===== config.mk =====
export PLATFORM = sky130hd
export DESIGN_NAME = atm_keypad_scanner
export DESIGN_NICKNAME = d
export VERILOG_FILES = /design/src/rtl/atm_keypad_scanner.sv
export SDC_FILE = /design/constraint.sdc
export NUM_CORES = 1
export LEC_CHECK = 0
export ABC_CLOCK_PERIOD_IN_PS = 2900
export BUFFER_PORTS_ARGS = -buffer_cell sky130_fd_sc_hd__buf_2
export CAP_MARGIN = 30
export CORE_ASPECT_RATIO = 1.5
export CORE_MARGIN = 8
export CORE_UTILIZATION = 30
export CTS_CLUSTER_SIZE = 28
export DETAILED_ROUTE_END_ITERATION = 8
export GPL_ROUTABILITY_DRIVEN = 0
export GPL_TIMING_DRIVEN = 0
export SYNTH_ARGS = -nofsm -noshare
export SYNTH_HDL_FRONTEND = slang
export SYNTH_SLANG_ARGS = --single-unit

===== constraint.sdc =====
create_clock -name clk -period 2.9 [get_ports clk]
set_input_delay 0 -clock clk [delete_from_list [all_inputs] [get_ports clk]]
set_output_delay 0 -clock clk [all_outputs]
set_load 0.01 [all_outputs]

===== src/rtl/atm_keypad_scanner.sv =====
// 4x4 active-low keypad scanner: row drive, 2-flop column synchroniser, press/release
// debounce and one strobed 5-bit key code per physical press.
module atm_keypad_scanner #(
  parameter int SCAN_DIV        = 16,
  parameter int DEBOUNCE_CYCLES = 50000
) (
  input  logic       clk,
  input  logic       reset,
  input  logic [3:0] col_in,
  output logic [3:0] row_out,
  output logic [4:0] digito,
  output logic       digito_stb,
  output logic       tecla_activa,
  output logic       multi_key
);

  typedef enum logic [1:0] {SCAN, DEB_PRESS, PRESSED, DEB_RELEASE} state_t;

  localparam logic [15:0] DIV_LAST = 16'(SCAN_DIV - 1);
  localparam logic [19:0] DEB_TGT  = 20'(DEBOUNCE_CYCLES);

  state_t      state;
  logic [1:0]  row_idx;
  logic [15:0] div;
  logic [19:0] deb_cnt;
  logic [3:0]  col_m;
  logic [3:0]  col_s;
  logic [3:0]  col_pat;
  logic [1:0]  key_row;
  logic [1:0]  key_col;

  logic [19:0] cnt_inc;
  logic        deb_done;
  logic        one_low;
  logic [1:0]  low_col;

  function automatic logic [3:0] row_drive(input logic [1:0] r);
    return ~(4'b0001 << r);
  endfunction

  function automatic logic [4:0] key_code(input logic [1:0] r, input logic [1:0] c);
    logic [4:0] code;
    case ({r, c})
      4'h0: code = 5'd1;   4'h1: code = 5'd2;   4'h2: code = 5'd3;   4'h3: code = 5'd16;
      4'h4: code = 5'd4;   4'h5: code = 5'd5;   4'h6: code = 5'd6;   4'h7: code = 5'd17;
      4'h8: code = 5'd7;   4'h9: code = 5'd8;   4'hA: code = 5'd9;   4'hB: code = 5'd18;
      4'hC: code = 5'd20;  4'hD: code = 5'd0;   4'hE: code = 5'd21;  default: code = 5'd19;
    endcase
    return code;
  endfunction

  always_ff @(posedge clk) begin
    if (reset) begin
      col_m <= 4'b1111;
      col_s <= 4'b1111;
    end else begin
      col_m <= col_in;
      col_s <= col_m;
    end
  end

  always_comb begin
    one_low = 1'b1;
    low_col = 2'd0;
    case (col_s)
      4'b1110: low_col = 2'd0;
      4'b1101: low_col = 2'd1;
      4'b1011: low_col = 2'd2;
      4'b0111: low_col = 2'd3;
      default: one_low = 1'b0;
    endcase
  end

  // Saturating increment; "reached" means this cycle's increment hits the target.
  assign cnt_inc  = (deb_cnt == 20'hFFFFF) ? deb_cnt : deb_cnt + 20'd1;
  assign deb_done = (cnt_inc >= DEB_TGT);

  always_ff @(posedge clk) begin
    if (reset) begin
      state        <= SCAN;
      row_idx      <= 2'd0;
      div          <= 16'd0;
      deb_cnt      <= 20'd0;
      col_pat      <= 4'b1111;
      key_row      <= 2'd0;
      key_col      <= 2'd0;
      row_out      <= 4'b1111;
      digito       <= 5'd0;
      digito_stb   <= 1'b0;
      tecla_activa <= 1'b0;
      multi_key    <= 1'b0;
    end else begin
      digito_stb <= 1'b0;
      multi_key  <= 1'b0;
      case (state)
        SCAN: begin
          row_out <= row_drive(row_idx);
          if (div == DIV_LAST) begin
            div <= 16'd0;
            if (one_low) begin
              key_row <= row_idx;
              key_col <= low_col;
              col_pat <= col_s;
              deb_cnt <= 20'd0;
              state   <= DEB_PRESS;
            end else begin
              multi_key <= (col_s != 4'b1111);
              row_idx   <= row_idx + 2'd1;
              row_out   <= row_drive(row_idx + 2'd1);
            end
          end else begin
            div <= div + 16'd1;
          end
        end
        DEB_PRESS: begin
          if (col_s == col_pat) begin
            deb_cnt <= cnt_inc;
            if (deb_done) begin
              digito       <= key_code(key_row, key_col);
              digito_stb   <= 1'b1;
              tecla_activa <= 1'b1;
              state        <= PRESSED;
            end
          end else begin
            row_idx <= row_idx + 2'd1;
            row_out <= row_drive(row_idx + 2'd1);
            div     <= 16'd0;
            state   <= SCAN;
          end
        end
        PRESSED: begin
          if (col_s == 4'b1111) begin
            deb_cnt <= 20'd0;
            state   <= DEB_RELEASE;
          end
        end
        DEB_RELEASE: begin
          if (col_s == 4'b1111) begin
            deb_cnt <= cnt_inc;
            if (deb_done) begin
              tecla_activa <= 1'b0;
              row_idx      <= 2'd0;
              row_out      <= 4'b1110;
              div          <= 16'd0;
              state        <= SCAN;
            end
          end else begin
            state <= PRESSED;
          end
        end
        default: state <= SCAN;
      endcase
    end
  end

endmodule


==> run summary <==
The number of global-route vias before repair is 3471. The clock network accounts for 50.8% of the total power. The total power is 2.06 mW. Net switching is 23.5% of the power. The synthesized flop and latch total came out at 68.

The wire-length estimate of the detail-placed layout is 7.48 mm. The area fraction of the dominant cell type after synthesis came out at 34.8%. The number of iterations in the first detailed-routing pass is 4. Setup repair after global routing could not meet its margin everywhere. The initial DRC count is 160. The combinational share of power is 3.2%. The overall routing resource usage came out at 12.5%. Entering global routing, the biggest net connects 14 pins. Dividing the final minimum period by the clock period gives 97.4%. The clock drives 68 sinks. The count of final max-slew check failures is 0. The diode insertion count for antenna repair is 0. TritonCTS built the clock tree. The post-detailed-route via-to-cell ratio is 5.34. Buffers inserted during clock tree synthesis total 9. The instance count of the mapped netlist is 491. The mux share of post-synthesis cell area came out at 4.16%. The number of antenna violations at the first check in global routing is 0. In this run the worst hold path is classified as input pin to flop. The area overhead of the layout relative to synthesis is 19.2%. The fill cell instance count of the final layout is 1349. The maximum fanout encountered on the critical timing path came out at 10. The die covers 17000 um2. The clock arrives with 5.72 ps of skew. The number of remaining DRC errors came out at 0. The H-tree depth reported by CTS came out at 3.

The most frequently used flop master after synthesis is sky130_fd_sc_hd__dfxtp_1. The final critical delay including setup and external delays came out at 2830 ps. The power share of the sequential group came out at 46.0%.

The simple-gate portion of the synthesized area came out at 24.6%. The clock-pin transition on the worst setup and hold timing paths came out at 60 ps. The compound-gate portion of the synthesized area is 24.4%.

Dividing the synthesized area by the synthesized cell count gives 7.97 um2. The required time reported for the critical path endpoint came out at 3080 ps. The hold violation count in the final report came to 0. The cell internal power dissipation is 1.57 mW. The flow ran to the end, and the final reports show no timing, DRC or antenna violations.

Across all register-to-register paths, the minimum setup slack is 70 ps. By area, the combinational part of the netlist is dominated by simple AND/OR/NAND/NOR gates. In this run the clock root is driven by a sky130_fd_sc_hd__clkbuf_16. At the worst endpoint, the arrival time is 3010 ps. The finished cells cover 4660 um2.

Of the total synthesized cell area, the portion taken by XOR and XNOR cells is 2.91%. The utilization after layout is 36.2%. The worst pin sits at a relative slew slack of 55.3%. The number of standard-cell rows in the floorplan came out at 51. The number of library cell types mapped by synthesis is 60. The core box area is 12900 um2. For this run, asynchronously set or reset flops after synthesis account for 0%. For this run the aggregate overflow at the end of global routing stands at 0.

The count of warnings emitted by yosys is 0. The number of setup violations in the final report came out at 0. Of the total synthesized cell area, the portion taken by full adders, half adders and majority gates is 4.16%.

The tool flagged a number of max-cap violations equal to 0. Synthesis produced a netlist with a net count of 510. Buffers placed on the I/O ports in this run total 17. The leakage power is 1.67 nW.

The final setup slack of the worst path came out at 74.4 ps. At the later pin of the worst-skew pair, clock insertion delay measures 330 ps. The average wire per standard cell is 15.1 um.

The horizontal die dimension is 109 um. The slew at the pin closest to its max-slew limit is 666 ps. The cell area reported after detailed placement came out at 4200 um2. The y dimension of the die is 156 um.

STA classifies the critical path startpoint as a flop. The total standard cell area after synthesis is 3910 um2. The final net count came out at 549. The first global-routing pass estimated 16.9 mm of wire. In the final layout, the share of cells above drive strength 1 is 15.7%. Once detail routing completed, the nets flagged for antenna violations numbered 0. The total power density per cell area came out at 441 nW/um2. The maximum vdd drop came out at 0.000371 V. The worst setup path is of the flop to flop kind. The net switching power of the design is 0.483 mW. Static timing analysis puts the maximum clock frequency at 354 MHz. The placement-stage worst setup slack is -145 ps. The final wirelength is 10.5 mm. The total number of vias came out at 3708. The initial cell density of the core came out at 30.3%. During I/O placement, the number of pins put on the boundary was 18. The largest area contributor in the netlist is sky130_fd_sc_hd__dfxtp_1. The largest buffer count on any clock path came out at 2.

The count of flip-flops with a built-in enable after synthesis is 0. The fraction of the yosys area taken by sequential cells came out at 34.8%. The worst setup path is captured at a flop. After synthesis, the cell types taking the most area are sky130_fd_sc_hd__dfxtp_1 35%, sky130_fd_sc_hd__a21oi_1 5.8%, sky130_fd_sc_hd__nor2_1 4.7%, sky130_fd_sc_hd__ha_1 4.2%, sky130_fd_sc_hd__nand2_1 4.1%.
-- worst max-delay path: stages, from the launching register on --
cell	delay, ps
sky130_fd_sc_hd__dfxtp_4	360
sky130_fd_sc_hd__ha_4	170
sky130_fd_sc_hd__and3_1	180
sky130_fd_sc_hd__buf_6	130
sky130_fd_sc_hd__or3_4	340
sky130_fd_sc_hd__a31oi_4	180
sky130_fd_sc_hd__a32oi_2	140
sky130_fd_sc_hd__a2111o_1	530
sky130_fd_sc_hd__o211ai_4	300
sky130_fd_sc_hd__buf_4	230
sky130_fd_sc_hd__o211ai_1	110
-- flip-flops by register name, summed over array words and instances (netlist names), 4 cells and up --
name,flops
row_out,4
col_s,4
digito,5
deb_cnt,20
col_pat,4
div,16
col_m,4
-- layout by cell type, fill, tap and decap left out, types with 3 or more instances in the layout --
master                          count
sky130_fd_sc_hd__dfxtp_1           67
sky130_fd_sc_hd__nor2_1            49
sky130_fd_sc_hd__a21oi_1           44
sky130_fd_sc_hd__nand2_1           43
sky130_fd_sc_hd__o21ai_0           31
sky130_fd_sc_hd__buf_2             23
sky130_fd_sc_hd__clkbuf_1          18
sky130_fd_sc_hd__nand3_1           15
sky130_fd_sc_hd__nor3_1            15
sky130_fd_sc_hd__mux2i_1           14
sky130_fd_sc_hd__and3_1            13
sky130_fd_sc_hd__nand4_1           12
sky130_fd_sc_hd__ha_1              12
sky130_fd_sc_hd__a31oi_1           11
sky130_fd_sc_hd__or2_2             10
sky130_fd_sc_hd__inv_1              9
sky130_fd_sc_hd__xor2_1             9
sky130_fd_sc_hd__clkbuf_16          9
sky130_fd_sc_hd__o211ai_1           8
sky130_fd_sc_hd__buf_4              8
sky130_fd_sc_hd__a211oi_1           8
sky130_fd_sc_hd__a22oi_1            7
sky130_fd_sc_hd__and4_1             6
sky130_fd_sc_hd__o21a_1             6
sky130_fd_sc_hd__o31ai_1            5
sky130_fd_sc_hd__xnor2_1            4
sky130_fd_sc_hd__o21ai_1            4
sky130_fd_sc_hd__dlygate4sd3_1      4
sky130_fd_sc_hd__nor3_2             3
sky130_fd_sc_hd__a21o_1             3
sky130_fd_sc_hd__buf_6              3
sky130_fd_sc_hd__nand3b_1           3
sky130_fd_sc_hd__and2_1             3
sky130_fd_sc_hd__nor4_1             3
sky130_fd_sc_hd__a2bb2oi_1          3
-- path summary, 6_finish.rpt --
| path | from | endpoint | depth (start not counted) |
|---|---|---|---|
| max | deb_cnt[1]$_SDFFE_PP0P_ | row_out[2]$_SDFFE_PP1P_ | 10 |
| min | reset | div[6]$_SDFFE_PP0P_ | 5 |
| max reg2reg | deb_cnt[1]$_SDFFE_PP0P_ | row_out[2]$_SDFFE_PP1P_ | 10 |
| min reg2reg | col_m[3]$_SDFF_PP1_ | col_s[3]$_SDFF_PP1_ | 1 |
-- cell type report --
class / count / area, um2 / share of cell area (%)
multi-input combinational: 380 / 2430 / 52.0
sequential: 68 / 1370 / 29.3
clock buffer: 10 / 239 / 5.12
tap: 159 / 199 / 4.27
timing repair buffer: 28 / 186 / 4.00
buffer: 34 / 168 / 3.60
clock inverter: 6 / 46.3 / 0.993
inverter: 9 / 33.8 / 0.724
-- Yosys cell counts (4+ instances only) --
cell type / number
sky130_fd_sc_hd__and3_1: 13
sky130_fd_sc_hd__a22oi_1: 7
sky130_fd_sc_hd__o21ai_0: 32
sky130_fd_sc_hd__nor2_1: 49
sky130_fd_sc_hd__o31ai_1: 5
sky130_fd_sc_hd__a211oi_1: 8
sky130_fd_sc_hd__dfxtp_1: 68
sky130_fd_sc_hd__nand3_1: 15
sky130_fd_sc_hd__xor2_1: 9
sky130_fd_sc_hd__a21oi_1: 45
sky130_fd_sc_hd__mux2i_1: 14
sky130_fd_sc_hd__xnor2_1: 4
sky130_fd_sc_hd__o211ai_1: 8
sky130_fd_sc_hd__a31oi_1: 12
sky130_fd_sc_hd__clkbuf_1: 20
sky130_fd_sc_hd__and4_1: 6
sky130_fd_sc_hd__nor3_1: 17
sky130_fd_sc_hd__or2_2: 10
sky130_fd_sc_hd__o21a_1: 6
sky130_fd_sc_hd__nand2_1: 43
sky130_fd_sc_hd__buf_2: 7
sky130_fd_sc_hd__nand4_1: 12
sky130_fd_sc_hd__ha_1: 13
sky130_fd_sc_hd__inv_1: 9
-- layer usage --
metal | wire (um) | GRT usage, % | up-vias | share of wire, %
met3 | 218 | 2.65 | 16 | 2.1
met1 | 4310 | 12.6 | 1762 | 41
met2 | 5680 | 22.1 | 55 | 54
li1 | - | - | 1875 | -
met5 | 0 | 0 | - | 0
met4 | 286 | 8.91 | 0 | 2.7
-- kinds of logic (layout without fill, tap and decap cells) --
family          after synthesis  after routing
mux                          16             16
buf+inv                      43             87
compound gates              149            149
flops                        68             68
simple gates                189            189
xor+xnor                     13             13
fa+ha+maj                    13             13
-- power by group through the flow --
stage	combinational, mW	clock (mW)	sequential [mW]
floorplan	0.0417	0	0.968
global placement	0.0608	0	0.968
detailed placement	0.0621	0	0.969
CTS	0.0665	1.07	0.948
global route	0.0732	1.10	0.948
finish	0.0658	1.04	0.947
-- timing repair --
action	in CTS	in global routing
hold buffers	4	0
endpoints found under the setup margin	20	44
setup buffers	2	5
endpoints found under the hold margin	4	0
pin swaps	3	6
gates resized for setup	4	16
-- metrics by stage --
stage          cells  TNS, ps  hold WS (ps)
2_1_floorplan    491        0           104
3_3_place_gp     667     -362           183
3_5_place_dp     667     -892           184
4_1_cts          689        0           158
5_1_grt          694    -56.6           208
6_report         694        0           172
Note: power is estimated with default switching activity, not from simulation.
